==> src/rtl/rsc_step_pkg.sv <==
// Shared types and sizing constants for the single-step key generator and
// future asynchronous-input helpers.
package rsc_step_pkg;

   typedef enum logic [1:0] {
      S_IDLE        = 2'd0,
      S_PRESS_CHK   = 2'd1,
      S_PRESSED     = 2'd2,
      S_RELEASE_CHK = 2'd3
   } step_state_t;

   localparam int DEBOUNCE_DEFAULT = 500000;    // 10 ms at 50 MHz
   localparam int AUTO_DIV_DEFAULT = 25000000;  // 0.5 s at 50 MHz
   localparam int CNT_W            = 20;
   localparam int DIV_W            = 25;

endpackage

==> src/rtl/sync_2ff.sv <==
// Two-flop synchronizer for asynchronous inputs; reset value is a parameter
// so idle-high (active-low) inputs come out of reset as "released".
module sync_2ff #(
   parameter int               WIDTH   = 1,
   parameter logic [WIDTH-1:0] RST_VAL = '0
) (
   input  logic             clk,
   input  logic             reset,
   input  logic [WIDTH-1:0] d,
   output logic [WIDTH-1:0] q
);

   logic [WIDTH-1:0] meta;

   always_ff @(posedge clk or posedge reset) begin
      if (reset) begin
         meta <= RST_VAL;
         q    <= RST_VAL;
      end else begin
         meta <= d;
         q    <= meta;
      end
   end

endmodule

==> src/rtl/key_step_gen.sv <==
// Debounced pushbutton to single-cycle CPU step enable, with step counter.
// Define STEP_AUTORUN_EN to add a free-running auto-step divider gated by run_mode.
module key_step_gen
   import rsc_step_pkg::*;
#(
   parameter int DEBOUNCE_CYCLES = DEBOUNCE_DEFAULT,
   parameter int AUTO_DIV        = AUTO_DIV_DEFAULT
) (
   input  logic        clk,
   input  logic        reset,
   input  logic        key_n,
   input  logic        run_mode,
   output logic        step,
   output logic        key_level,
   output logic [15:0] step_count
);

   localparam logic [CNT_W-1:0] CNT_LAST = CNT_W'(DEBOUNCE_CYCLES - 1);

   logic             key_s;
   logic             pressed_s;
   step_state_t      state, state_nxt;
   logic [CNT_W-1:0] cnt, cnt_nxt;
   logic             manual_step;
   logic             auto_step;

   // key_n idles high, so both flops reset to 1 to look released.
   sync_2ff #(.WIDTH(1), .RST_VAL(1'b1)) u_key_sync (
      .clk   (clk),
      .reset (reset),
      .d     (key_n),
      .q     (key_s)
   );

   assign pressed_s = ~key_s;

   always_comb begin
      state_nxt   = state;
      cnt_nxt     = cnt;
      manual_step = 1'b0;
      case (state)
         S_IDLE: begin
            if (pressed_s) begin
               state_nxt = S_PRESS_CHK;
               cnt_nxt   = '0;
            end
         end
         S_PRESS_CHK: begin
            if (!pressed_s) begin
               state_nxt = S_IDLE;
            end else if (cnt == CNT_LAST) begin
               state_nxt   = S_PRESSED;
               manual_step = 1'b1;
            end else begin
               cnt_nxt = cnt + 1'b1;
            end
         end
         S_PRESSED: begin
            if (!pressed_s) begin
               state_nxt = S_RELEASE_CHK;
               cnt_nxt   = '0;
            end
         end
         S_RELEASE_CHK: begin
            // a bounce back to pressed is the same press, so no step here
            if (pressed_s) begin
               state_nxt = S_PRESSED;
            end else if (cnt == CNT_LAST) begin
               state_nxt = S_IDLE;
            end else begin
               cnt_nxt = cnt + 1'b1;
            end
         end
         default: state_nxt = S_IDLE;
      endcase
   end

`ifdef STEP_AUTORUN_EN
   localparam logic [DIV_W-1:0] DIV_LAST = DIV_W'(AUTO_DIV - 1);

   logic [DIV_W-1:0] div;
   logic             div_en;

   assign div_en    = run_mode && (state == S_IDLE);
   // auto steps only happen in IDLE, where a manual step cannot fire
   assign auto_step = div_en && (div == DIV_LAST) && !manual_step;

   always_ff @(posedge clk or posedge reset) begin
      if (reset)                          div <= '0;
      else if (!div_en || div == DIV_LAST) div <= '0;
      else                                div <= div + 1'b1;
   end
`else
   logic unused_run_mode;

   assign unused_run_mode = run_mode;
   assign auto_step       = 1'b0;
`endif

   always_ff @(posedge clk or posedge reset) begin
      if (reset) begin
         state      <= S_IDLE;
         cnt        <= '0;
         step       <= 1'b0;
         key_level  <= 1'b0;
         step_count <= '0;
      end else begin
         state     <= state_nxt;
         cnt       <= cnt_nxt;
         step      <= manual_step | auto_step;
         key_level <= (state_nxt == S_PRESSED) || (state_nxt == S_RELEASE_CHK);
         if (step) step_count <= step_count + 1'b1;
      end
   end

endmodule

==> config.mk <==
export PLATFORM = sky130hd
export DESIGN_NAME = key_step_gen
export DESIGN_NICKNAME = d
export VERILOG_FILES = /design/src/rtl/rsc_step_pkg.sv /design/src/rtl/sync_2ff.sv /design/src/rtl/key_step_gen.sv
export SDC_FILE = /design/constraint.sdc
export NUM_CORES = 1
export LEC_CHECK = 0
export ABC_AREA = 1
export CORE_ASPECT_RATIO = 1.1
export CORE_MARGIN = 4
export CORE_UTILIZATION = 60
export DETAILED_ROUTE_END_ITERATION = 10
export GPL_TIMING_DRIVEN = 0
export PLACE_DENSITY = 0.94
export SYNTH_ARGS = -nofsm -noshare
export SYNTH_HDL_FRONTEND = slang
export SYNTH_SLANG_ARGS = --single-unit
==> constraint.sdc <==
create_clock -name clk -period 2.8 [get_ports clk]
set_input_delay 0.84 -clock clk [delete_from_list [all_inputs] [get_ports clk]]
set_output_delay 0.84 -clock clk [all_outputs]
set_load 0.05 [all_outputs]
* Yosys cells after proc, flatten, opt, wreduce, memory -nomap -nowiden
Cells that the tools add are included.
** Word-level totals
- Register bits after elaboration :: 42
- Input port bits :: 4
- Output and inout bits :: 18
- Word-level logic and storage cells :: 38
** Operators by class
- Add/subtract/negate cells :: 2
- Eq/ne operators :: 10
- Muxes and demuxes :: 16
- Reductions and logical operators :: 3
** Operators by type and width (number)
- $mux W20 :: 5
- $pmux W20 S4 :: 1
- $add A20 B1 Y20 const B :: 1
- $eq A20 B19 Y1 const B :: 1
- $add A16 B1 Y16 const B :: 1
- $mux W2 :: 6
- $eq A2 B2 Y1 const B :: 4
- $pmux W2 S4 :: 1
- $ne A2 B1 Y1 const B :: 2
- $ne A2 B2 Y1 const B :: 2
- $reduce_and A4 Y1 :: 1
- $mux W1 :: 3
- $eq A2 B1 Y1 const B :: 1
- $logic_not A2 Y1 :: 1
- $logic_or A1 B1 Y1 :: 1

* Logic depth before layout (Yosys ltp)
Gate-level depths: netlist (run 1).
- Depth in word-level cells :: 6
- Gate-level depth with buffers :: 11
- Mapped depth without buffers :: 9

* Hierarchy
From an unflattened synthesis (run 1), not the netlist that was laid out.
** Unflattened totals
- Cells, all modules :: 306
- Area total of the unflattened synthesis :: 2259.7 um^2
** By module, submodules not included
- key_step_gen :: instances 1, cells an instance 303, area each 2203.4 um^2, sequential area each 975.9 um^2
- sync_2ff :: instances 1, cells an instance 3, area each 56.3 um^2, sequential area each 52.6 um^2

* Worst setup path before layout (run 1)
OpenSTA, ideal clock, no wires.
- Path kind :: flip-flop to flip-flop
- Start :: register step_count[0]
- End :: register step_count[14]
- Library setup time :: 0.142 ns
- Data arrival time :: 1.631 ns
- Required time :: 2.658 ns
- Slack :: 1.027 ns
- Stages on the path, launching flop included :: 8
- Buffers on the path :: 0
- Period minus slack after synthesis :: 1.773 ns
- Cell sequence :: dfrtp_1 -> ha_1 -> nand2_1 -> inv_1 -> nand4_1 -> nor2_1 -> nand3_1 -> xnor2_1
** On the way
- Word-level cells in the longest chain between the ends :: 1
** Ends and longest elaborated chain
- from (decl) :: RTL line key_step_gen.sv:15 : output logic [15:0] step_count
- from (signal assigned) :: RTL line key_step_gen.sv:112 : if (step) step_count <= step_count + 1'b1;
- $add A16 B1 Y16 :: RTL line key_step_gen.sv:112
No other way between the ends.
A chain may end at the register's enable or synchronous reset.

* Worst setup path after layout (run 1)
- Start :: register step_count[5]
- End :: output port step_count[5]
No word-level cell between the ends.

==> summary.md, run 1 <==
| Metric | Value |
|---|---|
| Status | finished, final reports clean |
| Post-synthesis compound-gate area fraction | under 10% |
| Sequential-to-total area share from yosys stat | between 40 and 50% |
| Simple-Gate Fraction of Synth Area | between 30 and 40% |
| Starting Density | 62.2% |
| Synthesized flop and latch total | between 40 and 50 |
| Critical path class | flip-flop to primary output |
| XOR/XNOR Fraction of Synth Area | about 6.6% |
| First drt pass iteration count | 4 |
| Syn Nets | between 300 and 400 |
| Die area | between 0.004 and 0.005 mm^2 |
| Synth unique cells | 21 |
| RSZ-0062 raised after global routing | false |
| GRT overflow | 0 |
| Largest family of logic cells by synthesized area | simple AND/OR/NAND/NOR gates |
| CP cell instances | clkdlybuf4s50_1 |
| Post-synthesis mux area share | 0% |
| Share of flip-flops with an asynchronous set or reset | between 90% and 100% |
| Minimum clock period | ~2400 ps |
| CTS tree | built |
| Layout Utilization | ~73% |
| Min-Delay Startpoint | u_key_sync.meta$_DFF_PP1_ |
| Main synth FF type | dfrtp_1 |
| WL final | around 5400 um |
| Final Cycle Share | about 87% |
| Antenna-violating nets left | 0 |
| Slew Viols, Final | 0 |
| ANT cells | 0 |
| Synth Area in Adders | ~1.1% |
| Critical R2R Launch | cnt[0]$_DFFE_PP0P_ |
| Vias per cell | roughly 5.6 |
| Core box area | 0.00363 mm^2 |
| CP Launch Type | flip-flop |
| Critical Path RT | a little under 2000 ps |
| Top cell type's share of synthesized area | between 40 and 50% |
| Worst Clk Skew | roughly 6.7 ps |
| Crit path max fanout | 6 |
| Worst skew pair latency | 300 ps |
| Postcts setup bufs | 0 |
| Worst Hold Path EP | u_key_sync.q$_DFF_PP1_ |
| Aggregate global-route resource usage | roughly 24% |
| Average instance area after synthesis | between 7 and 8 um^2 |
| Max-cap violations | 0 |
| Num CTS Buffers | 5 |
| Critical path's top delay family | buffers and inverters |
| Peak supply drop | between 300 and 400 uV |
| Chip width | 66.5 um |
| GP Congestion | 0.911 |
| Via count | between 2000 and 2500 |
| LEAKAGE | 0.00118 uW |
| Layout Area Growth over Synthesis | 17.0% |
| Clock slew seen by the registers of the worst setup and hold paths | 80 ps |
| Hpwl dp | 3840 um |
| Final Hold Vio Count | 0 |
| Final setup vio count | 0 |
| Syn Inst Count | 305 |
| First-pass GRT wire length | between 8000 and 9000 um |
| R2r setup slk | just over 900 ps |
| Initial drt markers | 177 |
| Top post-synthesis cells by count | nand2_1 (100), dfrtp_1 (39), inv_1 (34), nor2_1 (34), nand3_1 (27) |
| Yosys warnings | 0 |
| Share of layout cells above drive strength 1 | 6.01% |
| Ports | 22 |
| R2r worst-path depth | 10 |
| Avg WL per Cell | 14.0 um |
| Row count | 23 |
| Largest net degree at the start of global routing | 42 |
| Post-Synthesis Cell Area | 0.00226 mm^2 |
| Port bufs | 20 |
| Layout filler cell count | around 280 |
| Clk sinks | slightly above 40 |
| Max stage delay on crit path | around 840 ps |
| Post-cts hold buffer count | 0 |
| Nets | 338 |
| Die H | approximately 72 um |
| Slew margin rel. | 43.1% |
| Sum of buffers and inverters on the critical path | 1 |
| Initial antenna violation count | 0 |
| Root Driver | clkbuf_8 |
| Largest cells by area after synthesis | dfrtp_1 (43%), nand2_1 (17%), nand3_1 (6.0%) |
| Clock tree buffer depth | 2 |
| # resized after CTS | 0 |
| Vias in the first global route | 1974 |
| EDFF count, synth | 0 |
| Hold path cells | 0 |
| Worst Tran Pin Value | 852 ps |
| H-tree Lvls | 2 |
| Crit path DAT | between 1500 and 2000 ps |
| FMAX | ~400 MHz |
| CP max stage cell | clkdlybuf4s50_1 |
| Crit Reg-Reg Endpoint | cnt[7]$_DFFE_PP0P_ |
| Min-delay worst type | flip-flop to flip-flop |
| PD cells | 441 mW/mm^2 |
| Crit end category | primary output |
| Post-route setup TNS | 0 ps |
| # DRC | 0 |
| Area leader, netlist | dfrtp_1 |
| Top-count cell post-synth | nand2_1 |
-- where the power goes --
group	leakage, uW	internal, uW	switching [uW]
clock network	0.0000574	290	216
logic	0.000558	14.3	35.8
registers	0.000562	600	8.05
total	0.00118	904	260
-- sequential cells by signal, summed over array words and instances, names as in the netlist --
signal	cells
u_key_sync.q	1
cnt	20
key_level	1
u_key_sync.meta	1
step	1
state	1
step_count	16
-- layout by cell type (no fill, tap or decap) --
cell	n
clkinvlp_4	1
buf_1	1
buf_4	1
nand3_1	27
nor3_1	3
o21bai_1	2
a21oi_1	1
inv_1	33
bufinv_16	1
nand4_1	13
xnor2_1	7
o21ai_0	20
nand2_1	100
nor2_2	2
ha_1	2
clkdlybuf4s50_1	20
clkbuf_8	6
buf_2	2
buf_6	2
xor2_1	10
dfrtp_1	39
dfstp_2	2
inv_2	3
nor2_1	34
nand3b_1	1
-- metrics by stage --
step | hold slack [ps] | setup slack, ps | instance area [um^2] | std cells | total power (uW)
3_5_place_dp | 348 | 693 | 2520 | 375 | 670
2_1_floorplan | 345 | 1020 | 2260 | 305 | 654
6_report | 361 | 355 | 2640 | 383 | 1160
4_1_cts | 360 | 358 | 2640 | 383 | 1170
3_3_place_gp | 345 | 176 | 2520 | 375 | 668
5_1_grt | 367 | 298 | 2640 | 383 | 1210
-- cell type report --
cell class	count	area (um^2)	share of cell area [%]
plain buffers	6	43.8	1.66
clock buffers	6	82.6	3.13
clock inverters	2	37.5	1.42
inverters	36	135	5.12
multi-input cells	222	1050	39.7
flip-flops and latches	41	1030	39.0
well taps	50	62.6	2.37
repair buffers	20	200	7.59
-- worst max-delay path by stage --
stage,from,to,slack [ps],cells past startpoint
finish,step_count[5]$_DFFE_PP0P_,step_count[5],350,1
global route,step_count[5]$_DFFE_PP0P_,step_count[5],300,1
CTS,step_count[5]$_DFFE_PP0P_,step_count[5],360,1
detailed placement,step_count[5]$_DFFE_PP0P_,step_count[5],690,1
global placement,reset,cnt[11]$_DFFE_PP0P_,180,2
floorplan,reset,cnt[0]$_DFFE_PP0P_,1020,1
-- cells by family (layout without fill, tap and decap cells) --
kind of cell,after synthesis,in the layout
AO/OA/AOI/OAI,23,23
XOR/XNOR,17,17
AND/OR/NAND/NOR,180,180
adder cells (fa/ha/maj),2,2
flip-flops,41,41
buffers and inverters,42,70
-- routing by layer --
metal	wire length, um	up-vias	part of all wire (%)	track usage (%)
met1	2160	994	40	30.9
met3	351	18	6.6	4.95
met4	144	0	2.7	11.3
met5	0	-	0	0
met2	2700	91	50	39.4
li1	-	1024	-	-
(Power assumes the default switching activity.)
==> run 2, diff against run 1 <==
- CORE_MARGIN: 4 -> not set
- CTS_CLUSTER_SIZE: not set -> 16
==> run 2 against run 1 <==
Clock skew rose by 1.8 ps. Combinational power is essentially flat. Highest routed layer unchanged. Die area is 17% lower. Sequential cell count unchanged. Critical path type unchanged.
==> summary.md, run 2 (synthesis gave the netlist of run 1 again) <==
| Metric | Value |
|---|---|
| Status | finished, final reports clean |
| # resized after CTS | 0 |
| R2r setup slk | between 900 and 1000 ps |
| Chip width | between 60 and 70 um |
| LEAKAGE | between 0.001 and 0.0015 uW |
| Minimum clock period | about 2400 ps |
| Slew Viols, Final | 0 |
| Final Cycle Share | 87.2% |
| Final setup vio count | 0 |
| Peak supply drop | approximately 290 uV |
| Min-Delay Startpoint | u_key_sync.meta$_DFF_PP1_ |
| ANT cells | 0 |
| Post-cts hold buffer count | 0 |
| Worst Tran Pin Value | between 800 and 900 ps |
| WL final | just over 5000 um |
| Slew margin rel. | 45.3% |
| Final Hold Vio Count | 0 |
| Worst Clk Skew | around 8.5 ps |
| CP Launch Type | flip-flop |
| Num CTS Buffers | 5 |
| Via count | ~2100 |
| Layout Area Growth over Synthesis | 15.8% |
| H-tree Lvls | 2 |
| Antenna-violating nets left | 0 |
| Final hold slack | 359 ps |
| FMAX | roughly 400 MHz |
| GP Congestion | approximately 0.91 |
| Port bufs | 20 |
| Critical path class | flip-flop to primary output |
| Largest register FFs | 20 |
| Critical Path RT | between 1500 and 2000 ps |
| Post-route setup TNS | 0 ps |
| Die H | between 60 and 70 um |
| Ports | 22 |
| Vias per cell | 5.55 |
| Row count | 23 |
| Registers with the most flip-flops | cnt (20), step_count (16) |
| Initial drt markers | ~160 |
| Clock tree buffer depth | 2 |
| Worst skew pair latency | ~300 ps |
| Clock slew seen by the registers of the worst setup and hold paths | roughly 80 ps |
| Core box area | ~0.0036 mm^2 |
| Critical R2R Launch | cnt[0]$_DFFE_PP0P_ |
| Commonest cells after routing, fill and taps aside | nand2_1 (100), dfrtp_1 (39), nor2_1 (34), inv_1 (33), nand3_1 (27) |
| Crit path max fanout | 6 |
| Avg WL per Cell | between 10 and 15 um |
| Starting Density | slightly above 60% |
| Critical path's top delay family | buffers and inverters |
| Max-cap violations | 0 |
| Largest Register | cnt |
| First drt pass iteration count | 5 |
| Vias in the first global route | roughly 1900 |
| Aggregate global-route resource usage | 28.5% |
| CP max stage cell | clkdlybuf4s50_1 |
| Crit path DAT | ~1600 ps |
| Max stage delay on crit path | around 840 ps |
| Min-delay worst type | flip-flop to flip-flop |
| Postcts setup bufs | 0 |
| First-pass GRT wire length | between 8000 and 9000 um |
| GRT overflow | 0 |
| Die area | approximately 0.0040 mm^2 |
| Largest net degree at the start of global routing | 42 |
| CTS tree | built |
| Root Driver | clkbuf_8 |
| Nets | ~340 |
| Crit path from | step_count[5]$_DFFE_PP0P_ |
| Most common cell after layout, fill and taps aside | nand2_1 |
| CP cell instances | clkdlybuf4s50_1 |
| Clk sinks | between 40 and 50 |
| RSZ-0062 raised after global routing | false |
| Crit end category | primary output |
| Share of layout cells above drive strength 1 | under 10% |
| # DRC | 0 |
| Hpwl dp | approximately 3600 um |
| Initial antenna violation count | 0 |
| PD cells | 406 mW/mm^2 |
| Sum of buffers and inverters on the critical path | 1 |
[run 2: changes by cell type in the layout (fill, tap and decap cells not counted)]
| cell | previous run | this run |
|---|---|---|
| bufinv_16 | 1 | 0 |
| clkbuf_1 | 0 | 1 |
[run 2: power breakdown]
group	internal, uW	switching, uW
clock	200	202
combinational	14.3	35.7
sequential	600	8.56
[run 2: through the flow]
step                      total power, uW  setup slack [ps]  util, %  std cells  cell area (um^2)
after floorplan                       654              1020        -        305              2260
after global placement                668               181     69.5        375              2520
after detailed placement              671               689     69.5        375              2520
after CTS                            1070               348     72.0        383              2610
after global routing                 1100               297     72.0        383              2610
final                                1060               359     72.0        383              2610
[run 2: cell type report]
cell class              count  area [um^2]
repair buffers             20          200
fillers                   297         1010
clock buffers               7         86.3
clock inverters             1         7.51
plain buffers               6         43.8
inverters                  36          135
well taps                  50         62.6
multi-input cells         222         1050
flip-flops and latches     41         1030
[run 2: per-layer routing]
layer | vias to the layer above | GRT usage, % | routed length (um)
met1 | 1019 | 36.1 | 2190
met4 | 0 | 11.4 | 102
met5 | - | 0 | 0
li1 | 1016 | - | -
met2 | 79 | 46.6 | 2550
met3 | 10 | 6.26 | 294
[run 2: worst paths after layout]
check / end / depth (start not counted)
worst min register to register: u_key_sync.q$_DFF_PP1_ / 0
max in group asynchronous: cnt[15]$_DFFE_PP0P_ / 2
min in group asynchronous: step_count[9]$_DFFE_PP0P_ / 2
worst max register to register: cnt[5]$_DFFE_PP0P_ / 10
worst min-delay path: u_key_sync.q$_DFF_PP1_ / 0
worst max-delay path: step_count[5] / 1
